**src/rtl/ext_align_pipe_if.sv**
```systemverilog
// rtl/ext_align_pipe_if.sv - request/response handshake bundle for ext_align_pipe
interface ext_align_pipe_if #(
    parameter int XLEN  = 32,
    parameter int IMM_W = 16,
    parameter int CNT_W = 8
);
    localparam int OFF_W = $clog2(XLEN / 8);

    logic             in_valid;
    logic             in_ready;
    logic [2:0]       Mode;
    logic             Unsigned;
    logic [IMM_W-1:0] Imm;
    logic [XLEN-1:0]  Data;
    logic [OFF_W-1:0] Offset;
    logic             out_valid;
    logic             out_ready;
    logic [XLEN-1:0]  out;
    logic             err;
    logic [CNT_W-1:0] err_count;

    modport master (
        output in_valid, Mode, Unsigned, Imm, Data, Offset, out_ready,
        input  in_ready, out_valid, out, err, err_count
    );

    modport slave (
        input  in_valid, Mode, Unsigned, Imm, Data, Offset, out_ready,
        output in_ready, out_valid, out, err, err_count
    );
endinterface

```
**src/rtl/ext_align_pipe.sv**
```systemverilog
// rtl/ext_align_pipe.sv - immediate/load-data extender with registered output and skid buffer
module ext_align_pipe #(
    parameter int XLEN       = 32,
    parameter int IMM_W      = 16,
    parameter int BIG_ENDIAN = 0,
    parameter int CNT_W      = 8
) (
    input  logic           clk,
    input  logic           reset,
    ext_align_pipe_if.slave bus
);
    localparam int OFF_W = $clog2(XLEN / 8);
    localparam int NB    = XLEN / 8;

    localparam logic [OFF_W:0]   NB_V     = (OFF_W + 1)'(NB);
    localparam logic [XLEN-1:0]  LOW8     = XLEN'(8'hFF);
    localparam logic [XLEN-1:0]  LOW16    = XLEN'(16'hFFFF);
    localparam logic [XLEN-1:0]  LOW32    = XLEN'(32'hFFFF_FFFF);
    localparam logic [XLEN-1:0]  IMM_MASK = (XLEN'(1) << IMM_W) - XLEN'(1);

    logic [OFF_W:0]   size_b;
    logic [OFF_W:0]   lane;
    logic [XLEN-1:0]  shifted;
    logic [XLEN-1:0]  base;
    logic [XLEN-1:0]  mask;
    logic             msb;
    logic             res_err;
    logic [XLEN-1:0]  res_val;

    logic [XLEN-1:0]  out_q, out_d;
    logic             err_q, err_d;
    logic             out_valid_q, out_valid_d;
    logic [XLEN-1:0]  skid_q, skid_d;
    logic             skid_err_q, skid_err_d;
    logic             skid_full_q, skid_full_d;
    logic [CNT_W-1:0] cnt_q, cnt_d;

    logic in_ready;
    logic accept;
    logic drain;

    assign in_ready = ~reset & ~skid_full_q;
    assign accept   = bus.in_valid & in_ready;
    assign drain    = out_valid_q & bus.out_ready;

    // Result is built as (field & mask) with ~mask filled when the field's sign bit is to be replicated.
    always_comb begin
        size_b  = '0;
        base    = '0;
        mask    = '1;
        msb     = 1'b0;
        res_err = 1'b0;

        case (bus.Mode)
            3'd3:    size_b = (OFF_W + 1)'(1);
            3'd4:    size_b = (OFF_W + 1)'(2);
            3'd5:    size_b = (OFF_W + 1)'(4);
            3'd6:    size_b = NB_V;
            default: size_b = '0;
        endcase

        lane    = (BIG_ENDIAN != 0) ? (NB_V - size_b - {1'b0, bus.Offset}) : {1'b0, bus.Offset};
        shifted = bus.Data >> {lane, 3'b000};

        case (bus.Mode)
            3'd0: begin
                base = XLEN'(bus.Imm);
                mask = IMM_MASK;
                msb  = bus.Imm[IMM_W-1];
            end
            3'd1: begin
                base = XLEN'(bus.Imm);
                mask = IMM_MASK;
            end
            3'd2: begin
                base = XLEN'(bus.Imm) << 16;
                mask = LOW32;
                msb  = base[31];
            end
            3'd3: begin
                base = shifted;
                mask = LOW8;
                msb  = ~bus.Unsigned & shifted[7];
            end
            3'd4: begin
                base    = shifted;
                mask    = LOW16;
                msb     = ~bus.Unsigned & shifted[15];
                res_err = bus.Offset[0];
            end
            3'd5: begin
                base    = shifted;
                mask    = LOW32;
                msb     = ~bus.Unsigned & shifted[31];
                res_err = (bus.Offset[1:0] != 2'b00);
            end
            3'd6: begin
                base    = shifted;
                res_err = (XLEN == 32) || (bus.Offset != '0);
            end
            default: res_err = 1'b1;
        endcase

        res_val = res_err ? '0 : ((base & mask) | (msb ? ~mask : '0));
    end

    // The skid entry only fills while the output is held, so it always drains before new input.
    always_comb begin
        out_d       = out_q;
        err_d       = err_q;
        out_valid_d = out_valid_q;
        skid_d      = skid_q;
        skid_err_d  = skid_err_q;
        skid_full_d = skid_full_q;
        cnt_d       = cnt_q;

        if (!out_valid_q || drain) begin
            if (skid_full_q) begin
                out_d       = skid_q;
                err_d       = skid_err_q;
                out_valid_d = 1'b1;
                skid_full_d = 1'b0;
            end else if (accept) begin
                out_d       = res_val;
                err_d       = res_err;
                out_valid_d = 1'b1;
            end else begin
                out_valid_d = 1'b0;
            end
        end else if (accept) begin
            skid_d      = res_val;
            skid_err_d  = res_err;
            skid_full_d = 1'b1;
        end

        if (accept && res_err && (cnt_q != '1)) begin
            cnt_d = cnt_q + 1'b1;
        end
    end

    always_ff @(posedge clk) begin
        if (reset) begin
            out_q       <= '0;
            err_q       <= 1'b0;
            out_valid_q <= 1'b0;
            skid_q      <= '0;
            skid_err_q  <= 1'b0;
            skid_full_q <= 1'b0;
            cnt_q       <= '0;
        end else begin
            out_q       <= out_d;
            err_q       <= err_d;
            out_valid_q <= out_valid_d;
            skid_q      <= skid_d;
            skid_err_q  <= skid_err_d;
            skid_full_q <= skid_full_d;
            cnt_q       <= cnt_d;
        end
    end

    assign bus.in_ready  = in_ready;
    assign bus.out_valid = out_valid_q;
    assign bus.out       = out_q;
    assign bus.err       = err_q;
    assign bus.err_count = cnt_q;
endmodule

```
**src/flat_wrapper.sv**
```systemverilog
// flat-port wrapper written by rule: the top's interface ports become plain ports
module ext_align_pipe_flat 
#(
    parameter int XLEN       = 32,
    parameter int IMM_W      = 16,
    parameter int BIG_ENDIAN = 0,
    parameter int CNT_W      = 8
)
  (clk, reset, bus_in_valid, bus_Mode, bus_Unsigned, bus_Imm, bus_Data, bus_Offset, bus_out_ready, bus_in_ready, bus_out_valid, bus_out, bus_err, bus_err_count);
  ext_align_pipe_if #(.XLEN(XLEN), .IMM_W(IMM_W), .CNT_W(CNT_W)) bus_i ();
  input  logic clk;
  input  logic reset;
  input wire logic [$bits(bus_i.in_valid)-1:0] bus_in_valid;
  input wire logic [$bits(bus_i.Mode)-1:0] bus_Mode;
  input wire logic [$bits(bus_i.Unsigned)-1:0] bus_Unsigned;
  input wire logic [$bits(bus_i.Imm)-1:0] bus_Imm;
  input wire logic [$bits(bus_i.Data)-1:0] bus_Data;
  input wire logic [$bits(bus_i.Offset)-1:0] bus_Offset;
  input wire logic [$bits(bus_i.out_ready)-1:0] bus_out_ready;
  output wire logic [$bits(bus_i.in_ready)-1:0] bus_in_ready;
  output wire logic [$bits(bus_i.out_valid)-1:0] bus_out_valid;
  output wire logic [$bits(bus_i.out)-1:0] bus_out;
  output wire logic [$bits(bus_i.err)-1:0] bus_err;
  output wire logic [$bits(bus_i.err_count)-1:0] bus_err_count;
  assign bus_i.in_valid = bus_in_valid;
  assign bus_i.Mode = bus_Mode;
  assign bus_i.Unsigned = bus_Unsigned;
  assign bus_i.Imm = bus_Imm;
  assign bus_i.Data = bus_Data;
  assign bus_i.Offset = bus_Offset;
  assign bus_i.out_ready = bus_out_ready;
  assign bus_in_ready = bus_i.in_ready;
  assign bus_out_valid = bus_i.out_valid;
  assign bus_out = bus_i.out;
  assign bus_err = bus_i.err;
  assign bus_err_count = bus_i.err_count;
  ext_align_pipe #(.XLEN(XLEN), .IMM_W(IMM_W), .BIG_ENDIAN(BIG_ENDIAN), .CNT_W(CNT_W)) u_core (.clk(clk), .reset(reset), .bus(bus_i));
endmodule
```
**config.mk**
```make
export PLATFORM = sky130hd
export DESIGN_NAME = ext_align_pipe_flat
export DESIGN_NICKNAME = d
export VERILOG_FILES = /design/src/rtl/ext_align_pipe_if.sv /design/src/rtl/ext_align_pipe.sv /design/src/flat_wrapper.sv
export SDC_FILE = /design/constraint.sdc
export NUM_CORES = 1
export LEC_CHECK = 0
export ABC_AREA = 1
export CAP_MARGIN = 0
export CORE_MARGIN = 1.5
export CORE_UTILIZATION = 45
export CTS_BUF_LIST = sky130_fd_sc_hd__clkbuf_4 sky130_fd_sc_hd__clkbuf_8
export DETAILED_ROUTE_END_ITERATION = 12
export DONT_BUFFER_PORTS = 1
export GPL_TIMING_DRIVEN = 0
export HOLD_SLACK_MARGIN = 0.08
export PLACE_DENSITY = 0.63
export SYNTH_ARGS = -nofsm -noshare
export SYNTH_HDL_FRONTEND = slang
export SYNTH_SLANG_ARGS = --single-unit
```
**constraint.sdc**
```tcl
create_clock -name clk -period 2.9 [get_ports clk]
set_clock_uncertainty 0.05 [all_clocks]
set_input_delay 0.435 -clock clk [delete_from_list [all_inputs] [get_ports clk]]
set_output_delay 0.435 -clock clk [all_outputs]
set_load 0.03 [all_outputs]
```
==> metrics.md <==
| Metric | Value |
|---|---|
| Status | `finished, final reports clean` |
| Sequential power share | `about 45%` |
| Die footprint | `11400 sq um` |
| VDD IR max | `roughly 360 uV` |
| Pleak | `between 2 and 2.5 nW` |
| Max cap viols | `0` |
| CTS sink count | `76` |
| H-tree depth | `3` |
| Cts hold-fix bufs | `0` |
| CP startpoint kind | `flop` |
| P&R area growth vs syn | `8.35%` |
| Placed Cells | `roughly 860` |
| Most used DFF post-synth | `dfxtp_1` |
| Number of remaining DRC errors | `0` |
| Nets | `797` |
| Vias per cell | `roughly 5.5` |
| Die width | `approximately 110 um` |
| Height of the die | `roughly 110 um` |
| Iter 0 DRT Violations | `359` |
| Setup Buffers After CTS | `0` |
| Root Buffer | `clkbuf_8` |
| Core area | `approximately 10000 sq um` |
| PortBufs | `0` |
| Vias in the first global route | `4627` |
| Worst Hold Class | `input port to flop` |
| Wirelength per Cell | `about 16 um` |
| Syn Nets | `approximately 790` |
| Clock share of power | `about a third` |
| Layout cell share with drive strength beyond 1 | `approximately 18%` |
| Starting Density | `46.6%` |
| Layout Cells excl Fill | `between 800 and 900` |
| Synth Instances | `a little over 700` |
| Sequential share of the synthesized area | `between 30% and 40%` |
| RD Place Congestion | `0.919` |
| RSZ-0062 raised after global routing | `no` |
| Crit end category | `flop` |
| Sw frac | `around 32%` |
| CTS Buffer Depth | `2` |
| Total number of vias | `slightly below 5000` |
| Power Density | `504 nW/um^2` |
| ANT cells | `0` |
| Worst-margin pin slew | `496 ps` |
| # fillers | `roughly 1100` |
| Largest net degree at the start of global routing | `13` |
| Setup tns final | `0 ps` |
| Global-route wire length before repair | `about 23 mm` |
| Final setup fails | `0` |
| Fin Hold WS | `approximately 100 ps` |
| Critical Path AT | `about 2500 ps` |
| Final worst-path cycle share | `about 76%` |
| Netlist cell types | `32` |
| Worst-Skew Late Latency | `around 350 ps` |
| Asr flop ratio synth | `0%` |
| #FFs+latches synth | `76` |
| Mapped Area | `slightly below 5000 sq um` |
| Clock-pin slew on the worst setup and hold paths | `80 ps` |
| Logic pwr share | `around 20%` |
| Power Internal | `between 1.5 and 2 mW` |
| Row count | `37` |
| Detailed-router iteration count before antenna repair | `5` |
| CP Data Required Time | `approximately 3100 ps` |
| Crit Path Max Fanout | `10` |
| Final Hold Viols | `0` |
| Syn avg cell area | `roughly 6.7 sq um` |
| Slew margin rel. | `about 67%` |
| Ports | `roughly 100` |
| PostCTS Resize Cnt | `0` |
| Switching power | `0.855 mW` |
| Total wire length | `~14 mm` |
| Initial antenna violation count | `0` |
| Fmax achieved | `0.452 GHz` |
| Dpl hpwl | `between 10 and 15 mm` |
| ANT nets after route | `0` |
| Max Slew Vio Count | `0` |
| CTS tree | `yes` |
| Post-synth EDFFs | `0` |
| Yosys Warn Count | `0` |
| TritonCTS Buffers | `9` |
| Global Route Usage Sum | `between 20 and 30%` |
| Global route total overflow | `0` |
| Crit Path Category | `flop to flop` |
| Minimum clock period | `around 2200 ps` |
## stage by stage
stage / utilization [%] / setup slack, ps / power, mW / area, sq um
2_1_floorplan: - / 1100 / 1.61 / 4860
3_3_place_gp: 48.3 / 746 / 1.73 / 5030
3_5_place_dp: 48.3 / 751 / 1.74 / 5030
4_1_cts: 50.4 / 699 / 2.65 / 5250
5_1_grt: 50.5 / 496 / 2.78 / 5260
6_report: 50.5 / 690 / 2.65 / 5260
## kinds of logic (layout without fill, tap and decap cells)
logic type	Yosys count	after routing	synth area share (%)
AND/OR/NAND/NOR	336	336	33.4
flip-flops	76	76	31.3
buffers and inverters	124	141	12.8
XOR/XNOR	1	1	0.180
AO/OA/AOI/OAI	188	188	22.1
adder cells (fa/ha/maj)	1	1	0.258
## power by group through the flow
| stage | Combinational (mW) | Clock [mW] | Sequential [mW] |
|---|---|---|---|
| after global placement | 0.516 | 0 | 1.21 |
| after global routing | 0.592 | 0.990 | 1.20 |
| final | 0.531 | 0.931 | 1.19 |
| after detailed placement | 0.523 | 0 | 1.21 |
| after floorplan | 0.411 | 0 | 1.20 |
| after CTS | 0.526 | 0.935 | 1.19 |
## synth_stat cells (5+ instances only)
cell | instances | share of area [%]
nand2_2 | 12 | 1.5
clkbuf_1 | 21 | 1.6
o21ai_0 | 70 | 7.2
nand3_4 | 5 | 1.8
nand3_2 | 17 | 3.5
o211ai_1 | 7 | 1.1
nor2_1 | 18 | 1.4
inv_1 | 56 | 4.3
buf_2 | 14 | 1.4
nand2_1 | 195 | 15
dfxtp_1 | 76 | 31
a21oi_2 | 30 | 5.4
buf_6 | 10 | 2.3
nand3_1 | 69 | 7.1
inv_2 | 15 | 1.2
nor3_1 | 9 | 0.93
a21oi_1 | 78 | 8.0
## flip-flops by register name (all words and copies together) (netlist names)
signal and flops:
u_core.bus.err 1, u_core.bus.out_valid 1, u_core.skid_full_q 1, u_core.bus.err_count 8, u_core.bus.out 32, u_core.skid_err_q 1, u_core.skid_q 32
## critical path, cell delays in order, from the launching register on
cell      delay, ps
dfxtp_1         510
inv_1            70
nor2_1          290
inv_1           180
nor2_2          350
clkbuf_1        400
o21ai_0         180
a21oi_2         130
## per-layer routing
metal / GRT usage [%] / routed length (um) / up-vias
met4: 8.10 / 365 / 0
li1: - / - / 2399
met3: 7.72 / 1150 / 30
met1: 31.8 / 6140 / 2232
met2: 41.4 / 6470 / 171
met5: 0 / 0 / -
## final cells by class
class	instances	area, sq um	share of cell area (%)
Buffer	51	345	6.56
Clock buffer	12	153	2.90
Clock inverter	4	72.6	1.38
Inverter	73	277	5.25
Multi-Input combinational cell	526	2710	51.6
Sequential cell	76	1520	28.9
Tap cell	136	170	3.23
Timing Repair Buffer	1	10.0	0.190
## cell usage in the layout (no fill, tap or decap), types with 9 or more instances in the layout
cell,count
clkbuf_8,11
dfxtp_1,76
a21oi_1,78
buf_6,10
nand2_1,195
buf_2,14
nand3_2,17
nor3_1,9
inv_1,56
o21ai_0,70
inv_2,15
a21oi_2,30
clkbuf_1,21
nand2_2,12
nand3_1,69
nor2_1,18
## final timing paths
check                            start            endpoint  slack (ps)  depth (start not counted)
setup reg to reg  u_core.bus.out_valid   u_core.skid_q[17]         690                          7
setup / recovery  u_core.bus.out_valid   u_core.skid_q[17]         690                          7
hold reg to reg       u_core.skid_q[0]    u_core.skid_q[0]         440                          2
hold / removal                   reset  u_core.skid_full_q         100                          1
No activity file was read; power rests on OpenSTA's default activity.
